### config.mk
export PLATFORM = sky130hd
export DESIGN_NAME = alu_seq_ctrl
export DESIGN_NICKNAME = d
export VERILOG_FILES = /design/src/rtl/alu_pkg.sv /design/src/rtl/alu_seq_decode.sv /design/src/rtl/alu_seq_ctrl.sv
export SDC_FILE = /design/constraint.sdc
export NUM_CORES = 1
export LEC_CHECK = 0
export ABC_CLOCK_PERIOD_IN_PS = 1950
export BUFFER_PORTS_ARGS = -buffer_cell sky130_fd_sc_hd__buf_4
export CAP_MARGIN = 20
export CORE_MARGIN = 4
export CORE_UTILIZATION = 48
export CTS_BUF_LIST = sky130_fd_sc_hd__clkbuf_4
export DETAILED_ROUTE_END_ITERATION = 10
export HOLD_SLACK_MARGIN = 0.08
export PLACE_DENSITY_LB_ADDON = 0.25
export RECOVER_POWER = 25
export REMOVE_ABC_BUFFERS = 1
export SLEW_MARGIN = 5
export SYNTH_ARGS = -nofsm -noshare
export SYNTH_HDL_FRONTEND = slang
export SYNTH_SLANG_ARGS = --single-unit
### constraint.sdc
create_clock -name clk -period 1.95 [get_ports clk]
set_input_delay 0.195 -clock clk [delete_from_list [all_inputs] [get_ports clk]]
set_output_delay 0.195 -clock clk [all_outputs]
set_load 0.005 [all_outputs]
### src/rtl/alu_pkg.sv
// alu_pkg: funct codes, controller state encoding and funct classification shared
// by the execute controller and the ALU result select.
package alu_pkg;
   localparam logic [5:0] FUNCT_SLL  = 6'h00;
   localparam logic [5:0] FUNCT_SRL  = 6'h02;
   localparam logic [5:0] FUNCT_SRA  = 6'h03;
   localparam logic [5:0] FUNCT_ADD  = 6'h20;
   localparam logic [5:0] FUNCT_ADDU = 6'h21;
   localparam logic [5:0] FUNCT_SUB  = 6'h22;
   localparam logic [5:0] FUNCT_AND  = 6'h24;
   localparam logic [5:0] FUNCT_OR   = 6'h25;
   localparam logic [5:0] FUNCT_SLTU = 6'h2b;

   typedef enum logic [1:0] {IDLE, EXEC, WAIT, DONE} state_t;

   function automatic logic is_shift(input logic [5:0] f);
      return f == FUNCT_SLL || f == FUNCT_SRL || f == FUNCT_SRA;
   endfunction

   function automatic logic is_supported(input logic [5:0] f);
      return is_shift(f) || f == FUNCT_ADD || f == FUNCT_ADDU || f == FUNCT_SUB ||
             f == FUNCT_AND || f == FUNCT_OR || f == FUNCT_SLTU;
   endfunction
endpackage

### src/rtl/alu_seq_decode.sv
// alu_seq_decode: classifies an R-type funct code for the execute controller.
module alu_seq_decode
   import alu_pkg::*;
(
   input  logic [5:0] funct,
   output logic       supported,
   output logic       shift,
   output logic       signed_arith
);
   assign supported    = is_supported(funct);
   assign shift        = is_shift(funct);
   assign signed_arith = funct == FUNCT_ADD || funct == FUNCT_SUB;
endmodule

### src/rtl/alu_seq_ctrl.sv
// alu_seq_ctrl: multi-cycle R-type execute controller with iterative 1-bit shifts.
// Define ALU_SEQ_FAST_SHIFT_EN to perform each shift in a single full-amount step.
module alu_seq_ctrl
   import alu_pkg::*;
#(
   parameter int ALU_LAT   = 0,
   parameter int MAX_SHAMT = 31
) (
   input  logic        clk,
   input  logic        rst_n,
   input  logic        in_valid,
   output logic        in_ready,
   input  logic [31:0] in_instr,
   input  logic [31:0] in_rs,
   input  logic [31:0] in_rt,
   output logic [5:0]  alu_funct,
   output logic [31:0] alu_a,
   output logic [31:0] alu_b,
   output logic [4:0]  alu_shamt,
   input  logic [31:0] alu_result,
   output logic        out_valid,
   input  logic        out_ready,
   output logic [31:0] out_data,
   output logic [4:0]  out_rd,
   output logic        out_we,
   output logic        out_ovf,
   output logic        out_illegal
);
   state_t      state, state_d;
   logic [5:0]  funct_q;
   logic [4:0]  rd_q, cnt;
   logic [31:0] rs_q, rt_q, work_q;
   logic        shift_q, arith_q;
   logic [7:0]  lat_cnt;
   logic        dec_ok, dec_shift, dec_arith;
   logic        busy, cap, last, ovf, accept;
   logic [4:0]  shamt_c, step_amt;
   logic        unused;

   alu_seq_decode u_dec (
      .funct       (in_instr[5:0]),
      .supported   (dec_ok),
      .shift       (dec_shift),
      .signed_arith(dec_arith)
   );

   assign unused  = ^in_instr[31:16];
   assign shamt_c = 32'(in_instr[10:6]) > MAX_SHAMT ? 5'(MAX_SHAMT) : in_instr[10:6];
   assign accept  = in_valid && in_ready;
   assign busy    = state == EXEC || state == WAIT;
   assign cap     = (state == EXEC && ALU_LAT == 0) || (state == WAIT && lat_cnt == 0);
`ifdef ALU_SEQ_FAST_SHIFT_EN
   assign step_amt = cnt;
   assign last     = 1'b1;
`else
   assign step_amt = {4'b0, cnt != 0};
   assign last     = !shift_q || cnt <= 5'd1;
`endif
   assign ovf = arith_q && alu_result[31] != rs_q[31] &&
                (funct_q == FUNCT_SUB ? rs_q[31] != rt_q[31] : rs_q[31] == rt_q[31]);

   assign in_ready  = state == IDLE;
   assign out_valid = state == DONE;
   assign alu_funct = busy ? funct_q : 6'd0;
   assign alu_a     = busy && !shift_q ? rs_q : 32'd0;
   assign alu_b     = busy ? (shift_q ? work_q : rt_q) : 32'd0;
   assign alu_shamt = busy && shift_q ? step_amt : 5'd0;

   always_ff @(posedge clk or negedge rst_n)
      if (!rst_n) state <= IDLE;
      else state <= state_d;

   always_comb begin
      state_d = state;
      case (state)
         IDLE: if (in_valid) state_d = dec_ok ? EXEC : DONE;
         EXEC: state_d = ALU_LAT > 0 ? WAIT : (last ? DONE : EXEC);
         WAIT: state_d = lat_cnt != 0 ? WAIT : (last ? DONE : EXEC);
         DONE: if (out_ready) state_d = IDLE;
         default: state_d = IDLE;
      endcase
   end

   always_ff @(posedge clk or negedge rst_n)
      if (!rst_n) begin
         funct_q     <= '0;
         rd_q        <= '0;
         cnt         <= '0;
         rs_q        <= '0;
         rt_q        <= '0;
         work_q      <= '0;
         shift_q     <= 1'b0;
         arith_q     <= 1'b0;
         lat_cnt     <= '0;
         out_data    <= '0;
         out_rd      <= '0;
         out_we      <= 1'b0;
         out_ovf     <= 1'b0;
         out_illegal <= 1'b0;
      end else begin
         if (accept) begin
            funct_q     <= in_instr[5:0];
            rd_q        <= in_instr[15:11];
            cnt         <= shamt_c;
            rs_q        <= in_rs;
            rt_q        <= in_rt;
            work_q      <= in_rt;
            shift_q     <= dec_shift;
            arith_q     <= dec_arith;
            out_rd      <= in_instr[15:11];
            out_data    <= '0;
            out_we      <= 1'b0;
            out_ovf     <= 1'b0;
            out_illegal <= !dec_ok;
         end
         if (state == EXEC && ALU_LAT > 0) lat_cnt <= 8'(ALU_LAT - 1);
         else if (state == WAIT && lat_cnt != 0) lat_cnt <= lat_cnt - 8'd1;
         if (cap) begin
            work_q <= alu_result;
            if (cnt != 0) cnt <= cnt - 5'd1;
            if (last) begin
               out_data <= alu_result;
               out_ovf  <= ovf;
               out_we   <= rd_q != 0 && !ovf;
            end
         end
      end
endmodule

Word level (Yosys, flattened, before mapping):

Cells that the tools add are included.

* equal/unequal tests: 17
* reduce and logical (&&, ||, !) cells: 31
* multiplexer cells: 26
* order comparisons: 1
* $add $sub $neg: 2

Operator list (count)
* $mux 32: 8
* $eq 6x6->1 const B: 7
* $mux 5: 3
* $eq 6x2->1 const B: 2
* $logic_or 1x1->1: 12
* $mux 2: 5
* $reduce_bool 5->1: 2
* $logic_and 1x1->1: 8
* $logic_not 8->1: 1
* $mux 1: 8
* $pmux 2 s4: 1
* $reduce_bool 8->1: 1
* $sub 8x1->8 const B: 1
* $logic_not 6->1: 1
* $mux 6: 1
* $le 5x1->1 const B: 1
* $sub 5x1->5 const B: 1
* $eq 2x2->1 const B: 2
* $logic_not 1->1: 3
* $eq 2x1->1 const B: 1
* $logic_not 2->1: 1
* $ne 1x1->1: 2
* $ne 2x1->1 const B: 1
* $ne 2x2->1 const B: 1
* 3 further kinds: 3

* flip-flop bits (word level): 159
* output and inout port bits: 117
* input port bits: 132

Depth between registers and ports, before layout:

* depth after elaboration: 12
* mapped depth: 7
* mapped depth without buffers: 6

Cells and area by module:

Synthesis repeated with hierarchy kept, for this count alone.

* cells, all modules: 854
* area, all modules: 7567.3 sq um

Modules (own cells, without submodules)
* alu_seq_ctrl: seq. area each 3978.8 sq um, area each 7484.7 sq um, cells each 842, times used 1
* alu_seq_decode: seq. area each 0.0 sq um, area each 82.6 sq um, cells each 12, times used 1

Worst setup path before layout:

No wires, ideal clock.

* kind: reg2reg
* start: register lat_cnt[0]
* end: register cnt[4]
* period minus slack after synthesis: 1847 ps
* required time: 1846 ps
* arrival time: 1744 ps
* cell stages (with the launch flop): 7
* path slack: 103 ps
* cells stage by stage: dfrtp_1 -> inv_1 -> ha_1 -> nor3b_2 -> a31o_2 -> mux2_2 -> a221oi_1

* cells in the longest elaborated chain, start to end: 4

RTL lines
* from (decl): RTL line alu_seq_ctrl.sv:34 `logic [7:0] lat_cnt;`
* from (signal assigned): RTL line alu_seq_ctrl.sv:116 `if (state == EXEC && ALU_LAT > 0) lat_cnt <= 8'(ALU_LAT - 1);`
* from (signal assigned): RTL line alu_seq_ctrl.sv:117 `else if (state == WAIT && lat_cnt != 0) lat_cnt <= lat_cnt - 8'd1;`
* $logic_not 8->1: RTL line alu_seq_ctrl.sv:51 `assign cap = (state == EXEC && ALU_LAT == 0) || (state == WAIT && lat_cnt == 0);`
* $logic_and 1x1->1: RTL line alu_seq_ctrl.sv:51
* $logic_or 1x1->1: RTL line alu_seq_ctrl.sv:51
* $mux 5: RTL line alu_seq_ctrl.sv:118 `if (cap) begin`
* to (signal assigned): RTL line alu_seq_ctrl.sv:104 `cnt <= shamt_c;`
* to (signal assigned): RTL line alu_seq_ctrl.sv:120 `if (cnt != 0) cnt <= cnt - 5'd1;`
* to (decl): RTL line alu_seq_ctrl.sv:31 `logic [4:0] rd_q, cnt;`

No other way between the ends.
A chain may end at the register's enable or synchronous reset.

Final worst setup path:

* start: register state[0]
* end: output port alu_a[2]

* cells in the longest elaborated chain, start to end: 4
* elaborated cells on any way between the ends: 5
* classes of those cells: eq/ne (2); mux (1); reduce/logical (2)

RTL lines
* from (decl): RTL line alu_seq_ctrl.sv:29 `state_t state, state_d;`
* from (signal assigned): RTL line alu_seq_ctrl.sv:71 `else state <= state_d;`
* $eq 2x1->1 or $eq 2x2->1 (tied branches): RTL line alu_seq_ctrl.sv:50 `assign busy = state == EXEC || state == WAIT;`
* $logic_or 1x1->1 (*): RTL line alu_seq_ctrl.sv:50
* $logic_and 1x1->1 (*): RTL line alu_seq_ctrl.sv:65 `assign alu_a = busy && !shift_q ? rs_q : 32'd0;`
* $mux 32 (*): RTL line alu_seq_ctrl.sv:65
* to (decl): RTL line alu_seq_ctrl.sv:17 `output logic [31:0] alu_a,`

Every way passes the cells marked *; elsewhere a longest branch is shown, timed or not.

==> results.py <==
metrics = {
    "pwr": {
        "p_comb_share_pct": 57.3,
        "power_frac_clock_pct": 10.3,
        "power_frac_seq_pct": 32.4,
        "p_leak_uw": 0.005970,
        "p_switching_uw": 6797,
        "internal_power_uw": 10780,
        "power.density_nw_per_um2": 1525,
        "switching_share_pct": 38.67,
        "peakVddDrop_mv": 0.7539,
    },
    "clock_tree": {
        "h-tree-depth": 4,
        "cts_tree": "done",
        "cts-root-buf": "clkbuf_4",
        "cts_buffer_depth": 2,
        "cts.clk_slew.worst_paths_ns": 0.13,
        "cts.sinks": 159,
        "cts_inserted_buffers": 17,
        "clock_latency_ns": 0.54,
    },
    "global_routing": {
        "grt_pass1_vias": 7306,
        "grt_usage_pct": 24.98,
        "antenna_found_initial": 1,
        "grt_pass1_wl_mm": 36.01,
        "grt_max_degree": 66,
        "grt.overflow.total": 0,
    },
    "floorplanning": {
        "core_area_um2": 15370,
        "die_w_um": 134.1,
        "io_pins": 249,
        "num_rows": 45,
        "fp.dieH_um": 134.1,
        "initial_core_util_pct": 49.64,
        "die_area_um2": 17980,
    },
    "place": {
        "place_inst": 1259,
        "place_congestion": 0.8047,
        "placed_cell_area_um2": 9768,
        "port_buffers": 228,
        "dp_hpwl_mm": 14.05,
    },
    "sta": {
        "rsz0062_at_grt": "yes",
        "setup_ws_ns": -0.1509,
        "maxSlewViolCount": 0,
        "finalCriticalPeriod_ns": 2.101,
        "period_share_pct": 107.7,
        "worst_slew_pin_slew_ns": 1.077,
        "max_slew_margin_pct": 28.18,
        "setup-tns-final_ns": -7.431,
        "setup_viol": 71,
        "skew_ns": 0.02166,
        "hold_viol": 0,
        "fmax_mhz": 476.0,
        "hold_slack_ns": 0.3544,
    },
    "logic_synthesis": {
        "synth.most_common_cell": "nand2_1",
        "avgSynthCellArea_um2": 9.051,
        "synth.ff_latch_count": 159,
        "netlist_top_cells_area": "dfrtp_1, nand2_1, mux2i_1, and2_1, nor2b_1",
        "ys_seq_area_share_pct": 52.15,
        "synthDistinctLibCells": 45,
        "synth_common_cells": "nand2_1, dfrtp_1, mux2i_1",
        "netlist_instances": 843,
        "synth_edf_count": 0,
        "yosysWarnings": 0,
        "syn_area_um2": 7630,
        "synth_ff_type": "dfrtp_1",
        "synth_area_leader_cell": "dfrtp_1",
        "async_reset_ff_share_pct": 100.0,
        "yosysTopAreaCellShare_pct": 52.15,
    },
    "setup_path": {
        "r2r_setup_slack_ns": 0.07,
        "r2r_start": "lat_cnt[0]$_DFFE_PN0P_",
        "worst_setup_path_end_kind": "output pin",
        "crit_path_start": "state[0]$_DFFE_PN0P_",
        "r2r_cells": 6,
        "crit_required_ns": 1.75,
        "cp_max_fo": 32,
        "reg2reg_to": "cnt[4]$_DFF_PN0_",
        "crit_type": "reg2out",
        "arrival_ns": 1.91,
        "startpoint_type": "flip-flop",
    },
    "detailed_routing": {
        "first_pass_iters": 5,
        "routed_wl_mm": 23.12,
        "wl_per_cell_um": 16.28,
        "drt-vias-per-instance": 5.054,
        "ant_nets": 0,
        "post-route-drc-count": 0,
        "dr.first_iter.drc_count": 398,
        "vias": 7177,
    },
    "worst_hold_path": {
        "hp-class": "in2async",
    },
    "cells_and_area": {
        "layout.nets": 1335,
        "fin_area_um2": 11520,
        "drive_gt1_share_pct": 28.15,
        "final_cells": 1420,
        "syn_to_final_growth_pct": 51.05,
    },
    "flow_run": {
        "maxCapViolations": 0,
    },
    "run_status": {
        "outcome": "finished with violations",
        "violations": "negative setup slack",
    },
}
cell usage in the layout, fill, tap and decap left out, drive strengths merged, types with 4 or more instances in the layout:
master | netlist | layout
nor2b | 36 | 36
conb | 1 | 4
nor3 | 8 | 8
nand2 | 301 | 301
clkbuf | 37 | 26
a21oi | 10 | 10
dfrtp | 159 | 159
ha | 8 | 8
a31oi | 33 | 33
and2 | 39 | 39
dlygate4sd3 | 0 | 115
inv | 39 | 39
mux2i | 70 | 70
nand3 | 5 | 5
nor2 | 41 | 41
xnor2 | 7 | 7
o21ai | 4 | 4
buf | 13 | 259
clkinv | 0 | 10
critical path: stages (launching register included):
cell and delay (ns):
dfrtp_1 0.40, inv_2 0.07, ha_4 0.28, nor2b_4 0.16, buf_12 0.17, and2_1 0.16
buf_4 0.11
power by group through the flow:
stage | sequential (µW) | clock (µW) | combinational, µW
final | 5700 | 1800 | 10100
after global routing | 5860 | 2010 | 10900
after CTS | 5660 | 1860 | 9240
after detailed placement | 5750 | 0 | 8380
after global placement | 5680 | 0 | 8210
after floorplan | 5620 | 0 | 4230
stage by stage:
step | util (%) | power [µW] | worst slack (ns)
2_1_floorplan | - | 9847 | -1.913
3_3_place_gp | 63.55 | 13880 | 0.1161
3_5_place_dp | 63.55 | 14130 | 0.07696
4_1_cts | 73.77 | 16770 | -0.1534
5_1_grt | 74.98 | 18750 | -0.2961
6_report | 74.98 | 17580 | -0.1509
layout make-up:
class	instances	area, µm²
Inverter	39	146.4
Clock buffer	20	150.1
Fill cell	1072	3846
Multi-Input combinational cell	598	3491
Clock inverter	12	96.34
Antenna cell	1	2.502
Sequential cell	159	3981
Timing Repair Buffer	380	3393
Tap cell	211	264.0
cells by family after synthesis:
kind of cell	synth area share [%]
xor gates and xnor gates	0.8036
buffers and inverters	4.969
DFF	52.15
and+or+nand+nor	25.66
muxes	9.331
AOI/OAI and AO/OA	5.723
other	0.04915
adders and majority gates	1.312
state kept, by name, indices dropped and copies added, names as in the netlist, 2 cells and up:
name,flops
out_data,32
work_q,32
cnt,5
state,2
rt_q,32
rs_q,32
rd_q,5
funct_q,6
lat_cnt,8
how the worst max path moves through the flow:
stage          slack [ns]               end  cells past startpoint
6_report            -0.15          alu_a[2]                      6
5_1_grt             -0.30          alu_a[2]                      6
4_1_cts             -0.15         alu_a[11]                      6
3_5_place_dp         0.08  cnt[4]$_DFF_PN0_                      6
3_3_place_gp         0.12  cnt[4]$_DFF_PN0_                      6
2_1_floorplan       -1.91  cnt[4]$_DFF_PN0_                      6
repair_timing:
item	CTS	global route
pin swaps	1	2
hold buffers	115	0
endpoints found under the setup margin	71	73
hold endpoints to repair	308	0
gates resized for setup	25	35
gates cloned	1	2
setup buffers	6	4
metal layers:
metal | global-route usage [%] | wire (µm)
met1 | 29.44 | 9025
met2 | 44.10 | 12130
met3 | 5.064 | 1239
met4 | 11.31 | 729
met5 | 0 | 0
Note: power is estimated with default switching activity, not from simulation.
